`src/rtl/miner_pkg.sv`:
```
// Shared widths and FSM state encoding for the mining job sequencer.
package miner_pkg;

    localparam int HEADER_W  = 608;
    localparam int NONCE_W   = 32;
    localparam int HASH_W    = 256;
    localparam int CORE_IN_W = HEADER_W + NONCE_W;

    typedef enum logic [2:0] {
        S_IDLE  = 3'd0,
        S_RUN   = 3'd1,
        S_DRAIN = 3'd2,
        S_FOUND = 3'd3,
        S_DONE  = 3'd4
    } state_e;

endpackage

```
`src/rtl/inflight_fifo.sv`:
```
// First-word-fall-through FIFO holding the nonces issued to the hash core but not yet
// returned. Push and pop in the same cycle are legal even when full.
module inflight_fifo
    import miner_pkg::*;
#(
    parameter int WIDTH = NONCE_W,
    parameter int DEPTH = 32
) (
    input  logic             clk,
    input  logic             rst_n,
    input  logic             push_i,
    input  logic             pop_i,
    input  logic [WIDTH-1:0] wdata_i,
    output logic [WIDTH-1:0] rdata_o,
    output logic             full_o,
    output logic             empty_o
);

    localparam int AW = (DEPTH > 1) ? $clog2(DEPTH) : 1;
    localparam int CW = $clog2(DEPTH + 1);

    logic [WIDTH-1:0] mem [DEPTH];
    logic [AW-1:0]    wr_ptr_q, rd_ptr_q;
    logic [CW-1:0]    count_q;
    logic             do_push, do_pop;

    assign full_o  = (count_q == CW'(DEPTH));
    assign empty_o = (count_q == '0);
    assign do_pop  = pop_i && !empty_o;
    assign do_push = push_i && (!full_o || do_pop);
    assign rdata_o = mem[rd_ptr_q];

    // NOTE: storage has no reset; the count and pointers alone define what is valid.
    always_ff @(posedge clk) begin
        if (do_push) begin
            mem[wr_ptr_q] <= wdata_i;
        end
    end

    // NOTE: sequential state uses non-blocking assignments so every register samples pre-edge values.
    always_ff @(posedge clk or negedge rst_n) begin
        if (!rst_n) begin
            wr_ptr_q <= '0;
            rd_ptr_q <= '0;
            count_q  <= '0;
        end else begin
            if (do_push) begin
                wr_ptr_q <= (wr_ptr_q == AW'(DEPTH - 1)) ? '0 : wr_ptr_q + AW'(1);
            end
            if (do_pop) begin
                rd_ptr_q <= (rd_ptr_q == AW'(DEPTH - 1)) ? '0 : rd_ptr_q + AW'(1);
            end
            if (do_push && !do_pop) begin
                count_q <= count_q + CW'(1);
            end else if (do_pop && !do_push) begin
                count_q <= count_q - CW'(1);
            end
        end
    end

endmodule

```
`src/rtl/nonce_scheduler.sv`:
```
// Drives the hash core for one mining job: sweeps the nonce range one candidate per cycle,
// maps in-order core results back to nonces and reports the first nonce meeting target.
module nonce_scheduler
    import miner_pkg::*;
#(
    parameter int MAX_INFLIGHT = 32,
    parameter int CNT_W        = 48
) (
    input  logic                 clk,
    input  logic                 rst_n,
    input  logic                 start,
    input  logic                 stop,
    input  logic [HEADER_W-1:0]  header,
    input  logic [HASH_W-1:0]    target,
    input  logic [NONCE_W-1:0]   nonce_base,
    input  logic [NONCE_W-1:0]   nonce_limit,
    output logic [CORE_IN_W-1:0] core_in,
    output logic                 core_read,
    output logic [HASH_W-1:0]    core_target,
    input  logic                 core_out,
    input  logic                 core_write,
    output logic                 busy,
    output logic                 found,
    output logic [NONCE_W-1:0]   found_nonce,
    output logic                 done,
    output logic                 aborted,
    output logic                 err,
    output logic [CNT_W-1:0]     hash_count
);

    state_e              state_q, state_d;
    logic [HEADER_W-1:0] header_q, header_d;
    logic [HASH_W-1:0]   target_q, target_d;
    logic [NONCE_W-1:0]  limit_q, limit_d;
    logic [NONCE_W-1:0]  nonce_q, nonce_d;
    logic [NONCE_W-1:0]  found_nonce_q, found_nonce_d;
    logic                hit_q, hit_d;
    logic                abort_q, abort_d;
    logic                aborted_q, aborted_d;
    logic                err_q, err_d;
    logic [CNT_W-1:0]    hash_count_q, hash_count_d;

    logic                fifo_full, fifo_empty;
    logic [NONCE_W-1:0]  fifo_rdata;
    logic                pop, hit_now, issue;

    assign pop     = core_write && !fifo_empty;
    assign hit_now = pop && core_out && !hit_q && (state_q == S_RUN || state_q == S_DRAIN);
    // A freshly seen hit blocks the candidate that would otherwise go out this cycle.
    assign issue   = (state_q == S_RUN) && (!fifo_full || pop) && !hit_now;

    inflight_fifo #(
        .WIDTH (NONCE_W),
        .DEPTH (MAX_INFLIGHT)
    ) u_inflight_fifo (
        .clk     (clk),
        .rst_n   (rst_n),
        .push_i  (issue),
        .pop_i   (pop),
        .wdata_i (nonce_q),
        .rdata_o (fifo_rdata),
        .full_o  (fifo_full),
        .empty_o (fifo_empty)
    );

    always_comb begin
        // NOTE: every _d takes its hold value first so no path through this block infers a latch.
        state_d       = state_q;
        header_d      = header_q;
        target_d      = target_q;
        limit_d       = limit_q;
        nonce_d       = nonce_q;
        found_nonce_d = found_nonce_q;
        hit_d         = hit_q;
        abort_d       = abort_q;
        aborted_d     = aborted_q;
        err_d         = err_q | (core_write & fifo_empty);
        hash_count_d  = hash_count_q;

        if (pop && hash_count_q != '1) begin
            hash_count_d = hash_count_q + CNT_W'(1);
        end
        if (hit_now) begin
            hit_d         = 1'b1;
            found_nonce_d = fifo_rdata;
        end
        if (issue) begin
            nonce_d = nonce_q + NONCE_W'(1);
        end

        case (state_q)
            S_IDLE, S_FOUND, S_DONE: begin
                if (start) begin
                    header_d      = header;
                    target_d      = target;
                    limit_d       = nonce_limit;
                    nonce_d       = nonce_base;
                    found_nonce_d = '0;
                    hit_d         = 1'b0;
                    abort_d       = 1'b0;
                    aborted_d     = 1'b0;
                    hash_count_d  = '0;
                    state_d       = S_RUN;
                end
            end
            S_RUN: begin
                // Hit and stop together: the hit wins and the job ends as found.
                if (stop && !hit_now) begin
                    abort_d = 1'b1;
                end
                if (hit_now || stop || (issue && nonce_q == limit_q)) begin
                    state_d = S_DRAIN;
                end
            end
            S_DRAIN: begin
                if (fifo_empty && !core_write) begin
                    if (hit_q) begin
                        state_d = S_FOUND;
                    end else if (abort_q) begin
                        state_d   = S_IDLE;
                        aborted_d = 1'b1;
                    end else begin
                        state_d = S_DONE;
                    end
                end
            end
            default: state_d = S_IDLE;
        endcase
    end

    always_ff @(posedge clk or negedge rst_n) begin
        if (!rst_n) begin
            state_q       <= S_IDLE;
            header_q      <= '0;
            target_q      <= '0;
            limit_q       <= '0;
            nonce_q       <= '0;
            found_nonce_q <= '0;
            hit_q         <= 1'b0;
            abort_q       <= 1'b0;
            aborted_q     <= 1'b0;
            err_q         <= 1'b0;
            hash_count_q  <= '0;
        end else begin
            state_q       <= state_d;
            header_q      <= header_d;
            target_q      <= target_d;
            limit_q       <= limit_d;
            nonce_q       <= nonce_d;
            found_nonce_q <= found_nonce_d;
            hit_q         <= hit_d;
            abort_q       <= abort_d;
            aborted_q     <= aborted_d;
            err_q         <= err_d;
            hash_count_q  <= hash_count_d;
        end
    end

    assign core_in     = {header_q, nonce_q};
    assign core_read   = issue;
    assign core_target = target_q;
    assign busy        = (state_q == S_RUN) || (state_q == S_DRAIN);
    assign found       = (state_q == S_FOUND);
    assign done        = (state_q == S_DONE);
    assign found_nonce = found_nonce_q;
    assign aborted     = aborted_q;
    assign err         = err_q;
    assign hash_count  = hash_count_q;

endmodule

```
`config.mk`:
```
export PLATFORM = sky130hd
export DESIGN_NAME = nonce_scheduler
export DESIGN_NICKNAME = d
export VERILOG_FILES = /design/src/rtl/miner_pkg.sv /design/src/rtl/inflight_fifo.sv /design/src/rtl/nonce_scheduler.sv
export SDC_FILE = /design/constraint.sdc
export NUM_CORES = 2
export LEC_CHECK = 0
export BUFFER_PORTS_ARGS = -buffer_cell sky130_fd_sc_hd__buf_2
export CORE_AREA = 2 2 736 738
export DETAILED_ROUTE_END_ITERATION = 10
export DIE_AREA = 0 0 738 740
export SYNTH_ARGS = -nofsm -noshare
export SYNTH_HDL_FRONTEND = slang
export SYNTH_SLANG_ARGS = --single-unit
```
`constraint.sdc`:
```
create_clock -name clk -period 4.1 [get_ports clk]
set_input_delay 0.615 -clock clk [delete_from_list [all_inputs] [get_ports clk]]
set_output_delay 0.615 -clock clk [all_outputs]
set_load 0.005 [all_outputs]
```
== Yosys cells after proc, flatten, opt, wreduce, memory -nomap -nowiden ==
Memories as Yosys holds them, arrays and structs flattened.
Index checks and enable logic that the tools add are counted.
Storage, ports and cells
  flip-flop bits (word level): 1031
  bits in latches: 0
  RAM bits: 1024
  ROM bits: 0
  output and inout bits: 982
  memories kept: 1
Operators by class
  add/sub/neg operators: 6
  multiply operators: 0
  div/mod/pow operators: 0
  $lt $le $gt $ge: 0
  equality and inequality tests: 15
  shift-type cells: 0
  multiplexer cells: 31
  bitwise logic cells: 2
  reductions and logical operators: 36
Memories
  u_inflight_fifo.mem: depth 32, bits a word 32, rd ports 1, clocked after memory_dff 0, write ports 1, RTL line inflight_fifo.sv:22  | logic [WIDTH-1:0] mem [DEPTH];
Operators by type and width (number)
  $mux W32: 6
  $mux W48: 3
  $add A48 B1 Y48 const B: 1
  $ne A48 B48 Y1 const B: 1
  $add A32 B1 Y32 const B: 1
  $eq A32 B32 Y1: 1
  $mux W3: 5
  $logic_and A1 B1 Y1: 14
  $mux W6: 2
  $add A5 B1 Y5 const B: 2
  $eq A5 B5 Y1 const B: 2
  $mux W1: 10
  $mux W5: 2
  $pmux W3 S3: 1
  $ne A2 B2 Y1 const B: 4
  $logic_not A1 Y1: 7
  $add A6 B1 Y6 const B: 1
  $eq A3 B2 Y1 const B: 2
  $eq A6 B6 Y1 const B: 1
  $logic_not A6 Y1: 1
  $reduce_and A3 Y1: 2
  $reduce_bool A2 Y1: 3
  $sub A6 B1 Y6 const B: 1
  $logic_or A1 B1 Y1: 5
  other kinds (10): 12

== Depth between registers and ports, before layout ==
  depth in word-level cells: 13
  depth in mapped cells: 14
  mapped depth without buffers: 12

== Hierarchy ==
Synthesis repeated with hierarchy kept, for this count alone.
Second synthesis, totals
  cells, all modules: 6519
  area, all modules: 80221.9 µm²
By module, submodules not included
  inflight_fifo: instances 1, cells each 1969, area an instance 40246.1 µm²
  nonce_scheduler: instances 1, cells each 4550, area an instance 39975.8 µm²

== Least setup slack after synthesis ==
No wires, ideal clock.
  path kind: register to register
  from: register u_inflight_fifo.count_q[0]
  to: memory u_inflight_fifo.mem[15][0] (netlist name) (enable)
  library setup time: 0.461 ns
  arrival: 3.843 ns
  data required time: 3.639 ns
  path slack: -0.204 ns
  stages on the path, launching flop included: 6
  cell sequence: dfrtp_1 -> nor4_2 -> nand2_1 -> a31oi_2 -> nand2_1 -> nor3_1
Between the ends
  word-level cells in the longest chain between the ends: 11
  elaborated cells on any way between the ends: 17
  those cells by class: eq/ne: 1; mux: 2; reduce/logical: 14
Ends and longest elaborated chain
  from (decl): RTL line inflight_fifo.sv:24  | logic [CW-1:0] count_q;
  from (signal assigned): RTL line inflight_fifo.sv:54  | count_q <= count_q + CW'(1);
  from (signal assigned): RTL line inflight_fifo.sv:56  | count_q <= count_q - CW'(1);
  $logic_not A6 Y1: RTL line inflight_fifo.sv:28  | assign empty_o = (count_q == '0);
  $logic_not A1 Y1: RTL line inflight_fifo.sv:29, nonce_scheduler.sv:47
  $logic_and A1 B1 Y1: RTL line nonce_scheduler.sv:47  | assign pop = core_write && !fifo_empty;
  $logic_and A1 B1 Y1 (3 in series): RTL line nonce_scheduler.sv:48  | assign hit_now = pop && core_out && !hit_q && (state_q == S_RUN || state_q == S_DRAIN);
  $logic_not A1 Y1: RTL line nonce_scheduler.sv:50  | assign issue = (state_q == S_RUN) && (!fifo_full || pop) && !hit_now;
  $logic_and A1 B1 Y1: RTL line nonce_scheduler.sv:50
  $logic_and A1 B1 Y1 (*): RTL line inflight_fifo.sv:30  | assign do_push = push_i && (!full_o || do_pop);
  $mux W1 (*): RTL line inflight_fifo.sv:35  | if (do_push) begin
  $mux W1 (implied by the code) (*): RTL line inflight_fifo.sv:36  | mem[wr_ptr_q] <= wdata_i;
  to (decl): RTL line inflight_fifo.sv:22
Every way passes the cells marked *; elsewhere a longest branch is shown, timed or not.

== Final worst setup path ==
  from: register u_inflight_fifo.count_q[0]
  to: memory u_inflight_fifo.mem[15][30] (netlist name) (enable)
Same word-level chain as after synthesis.

==> results.sh <==
export IMPL_status="finished, final reports clean"
export IMPL_dpl_cell_count=15200
export IMPL_via_count=64400
export IMPL_pre_cts_ws_ns=0.702
export IMPL_grt_pass1_wl_um=696000
export IMPL_synth_area_top_cells="edfxtp_1 (39%), dfrtp_1 (33%), nand2_1 (13%), mux4_2 (7.3%), o22ai_1 (1.0%)"
export IMPL_ys_seq_elements=2055
export IMPL_cts_hold_buf=858
export IMPL_synth_commonest_cells="nand2_1 (2,769), dfrtp_1 (1,031), edfxtp_1 (1,024)"
export IMPL_die_area_um2=546000
export IMPL_hold_ws_ns=0.0191
export IMPL_clk_latency_ns=1.06
export IMPL_grt_usage_pct=19.6
export IMPL_rsz0062_at_grt="false"
export IMPL_synth_top_area_share_pct=38.9
export IMPL_viasPerCell=3.86
export IMPL_relSlewSlack_pct=21.3
export IMPL_r2r_cells=7
export IMPL_area_delta_synth_final_pct=46.6
export IMPL_antenna_found_initial=300
export IMPL_cp_depth=7
export IMPL_avgSynthCellArea_um2=12.8
export IMPL_first_pass_iters=7
export IMPL_path_cells="nor4_2 -> nand2_1 -> a31oi_2 -> buf_4 -> nand2_1 -> nor3_4 -> buf_4"
export IMPL_cp_startpoint="u_inflight_fifo.count_q[0]"
export IMPL_yosysTopAreaCell="edfxtp_1"
export IMPL_synth_cell_types=66
export IMPL_crit_required_ns=4.66
export IMPL_slowest_delay_ns=0.59
export IMPL_max_freq_ghz=0.282
export IMPL_hold_class="in2reg"
export IMPL_fin_setup_tns_ns=0
export IMPL_setup_viol=0
export IMPL_synth_warnings=0
export IMPL_cap_violations=0
export IMPL_chipWidth_um=738
export IMPL_postCtsSetupBuffers=0
export IMPL_pin_count=1916
export IMPL_fin_nets=10000
export IMPL_min_from="header[264]"
export IMPL_cp_arrival_ns=4.11
export IMPL_hold_viol_final=0
export IMPL_yosysMostFrequentCell="nand2_1"
export IMPL_cts_tree="yes"
export IMPL_crit_family="simple AND/OR/NAND/NOR gates"
export IMPL_syn_inst=6161
export IMPL_p_total_mw=85.8
export IMPL_nFillCells=58200
export IMPL_grt_pass1_vias=63800
export IMPL_finalNonFillerCells=16700
export IMPL_initial_core_util_pct=14.7
export IMPL_power_leakage_nw=50.1
export IMPL_antenna_left=0
export IMPL_placementRows=270
export IMPL_ctsHtreeMaxLevel=4
export IMPL_cts_sinks=2055
export IMPL_synth_edf_count=1024
export IMPL_critical_path_class="reg2reg"
export IMPL_drc=0
export IMPL_cts_buffer_depth=4
export IMPL_min_path_cells=3
export IMPL_timing_final_crit_share_pct=86.6
export IMPL_drt_iter0_drc=6644
export IMPL_syn_num_nets=7110
export IMPL_vdd_drop_max_v=0.000861
export IMPL_utilization_pct=21.5
export IMPL_overflow=0
export IMPL_path_clk_slew_ns=0.07
export IMPL_critPathBufInv=2
export IMPL_critical_path_startpoint_type="flip-flop"
export IMPL_die_h_um=740
export IMPL_finalWeightedCongestion=1.01
export IMPL_wl_um=556000
export IMPL_finalWorstSetupSlack_ns=0.549
export IMPL_yosysSeqAreaShare_pct=71.5
export IMPL_power_density_nw_per_um2=741
export IMPL_fp_coreArea_um2=539000
export IMPL_cts_buffers=240
export IMPL_ys_flop_type="dfrtp_1"
export IMPL_min_period_ns=3.55
export IMPL_async_reset_ff_share_pct=50.2
export IMPL_synth_area_um2=79000
export IMPL_final_cell_area_um2=116000
export IMPL_layout_area_seq_um2=56600
export IMPL_multi_input_area_um2=21100
export IMPL_slew_violations=0
export IMPL_post_cts_resized=0
export IMPL_slowest_stage="buf_4"
export IMPL_detail_route_wl_per_cell_um=33.3
export IMPL_grt_max_degree=158
export IMPL_clockRootBuffer="clkbuf_16"
export IMPL_drive_gt1_share_pct=30.7
export IMPL_path_max_fanout=32
export IMPL_r2r_slack_ns=0.55
export IMPL_cp_end_kind="flip-flop"
export IMPL_worstMarginPinSlew_ns=1.18
export IMPL_reg2reg_from="u_inflight_fifo.count_q[0]"
export IMPL_finClkSkew_ns=0.165
export IMPL_dpl_cell_area_um2=98700
export IMPL_io_buffer_count=1915
export IMPL_place_hpwl_um=457000
path summary, 6_finish.rpt:
path | endpoint
min in group asynchronous | header_q[246]
hold / removal | header_q[264]
setup reg to reg | u_inflight_fifo.mem[15][30]
max in group asynchronous | header_q[23]
setup / recovery | u_inflight_fifo.mem[15][30]
hold reg to reg | core_target[3]
per-layer routing:
layer  part of all wire (%)  vias to the layer above  track usage (%)
li1                       -                    27200                -
met1                     38                    32800             22.9
met2                     47                     3443             32.4
met3                     10                      895             7.27
met4                    4.8                       76             7.99
met5                  0.087                        -                0
cells by family after synthesis:
group / share of synthesized area [%]
AOI/OAI and AO/OA: 2.36
xor gates and xnor gates: 1.01
adders and majority gates: 0.247
buffers and inverters: 1.95
DFF: 71.5
muxes: 7.35
and+or+nand+nor: 15.5
tightest hold or removal path, stage by stage:
cell     delay [ns]
buf_2          0.08
nand2_1        0.15
nand2_1        0.09
cells in the final DEF, fill, tap and decap left out, types with 26 or more instances in the layout:
cell type	count
nand3_1	72
nor2_2	30
buf_12	47
o21ai_0	39
buf_2	1914
edfxtp_1	1024
dlygate4sd3_1	858
clkinv_2	49
dfrtp_1	1029
or4_1	40
clkbuf_16	242
mux4_2	256
nor2_1	64
o21ai_1	37
xor2_1	72
nand2_1	2767
o22ai_1	129
a21oi_1	32
diode_2	194
clkbuf_8	26
clkbuf_1	45
buf_4	186
sequential cells by signal (all words and copies together), names as in the netlist:
signal	flops
abort_q	1
hit_q	1
u_inflight_fifo.count_q	6
state_q	3
aborted	1
u_inflight_fifo.wr_ptr_q	5
nonce_q	32
header_q	608
err	1
core_target	256
limit_q	32
found_nonce	32
hash_count	48
u_inflight_fifo.mem	1024
u_inflight_fifo.rd_ptr_q	5
final cells by class:
class	count	share of cell area (%)
inverters	16	0.0518
clock buffers	313	5.68
repair buffers	3005	17.7
well taps	7208	7.78
multi-input cells	3764	18.2
diodes	194	0.419
clock inverters	128	1.33
flip-flops and latches	2055	48.8
power breakdown:
part	switching [mW]	internal (mW)
Clock	9.57	12.9
Sequential	4.26	28.0
Combinational	21.4	9.62
No activity file was read; power rests on OpenSTA's default activity.
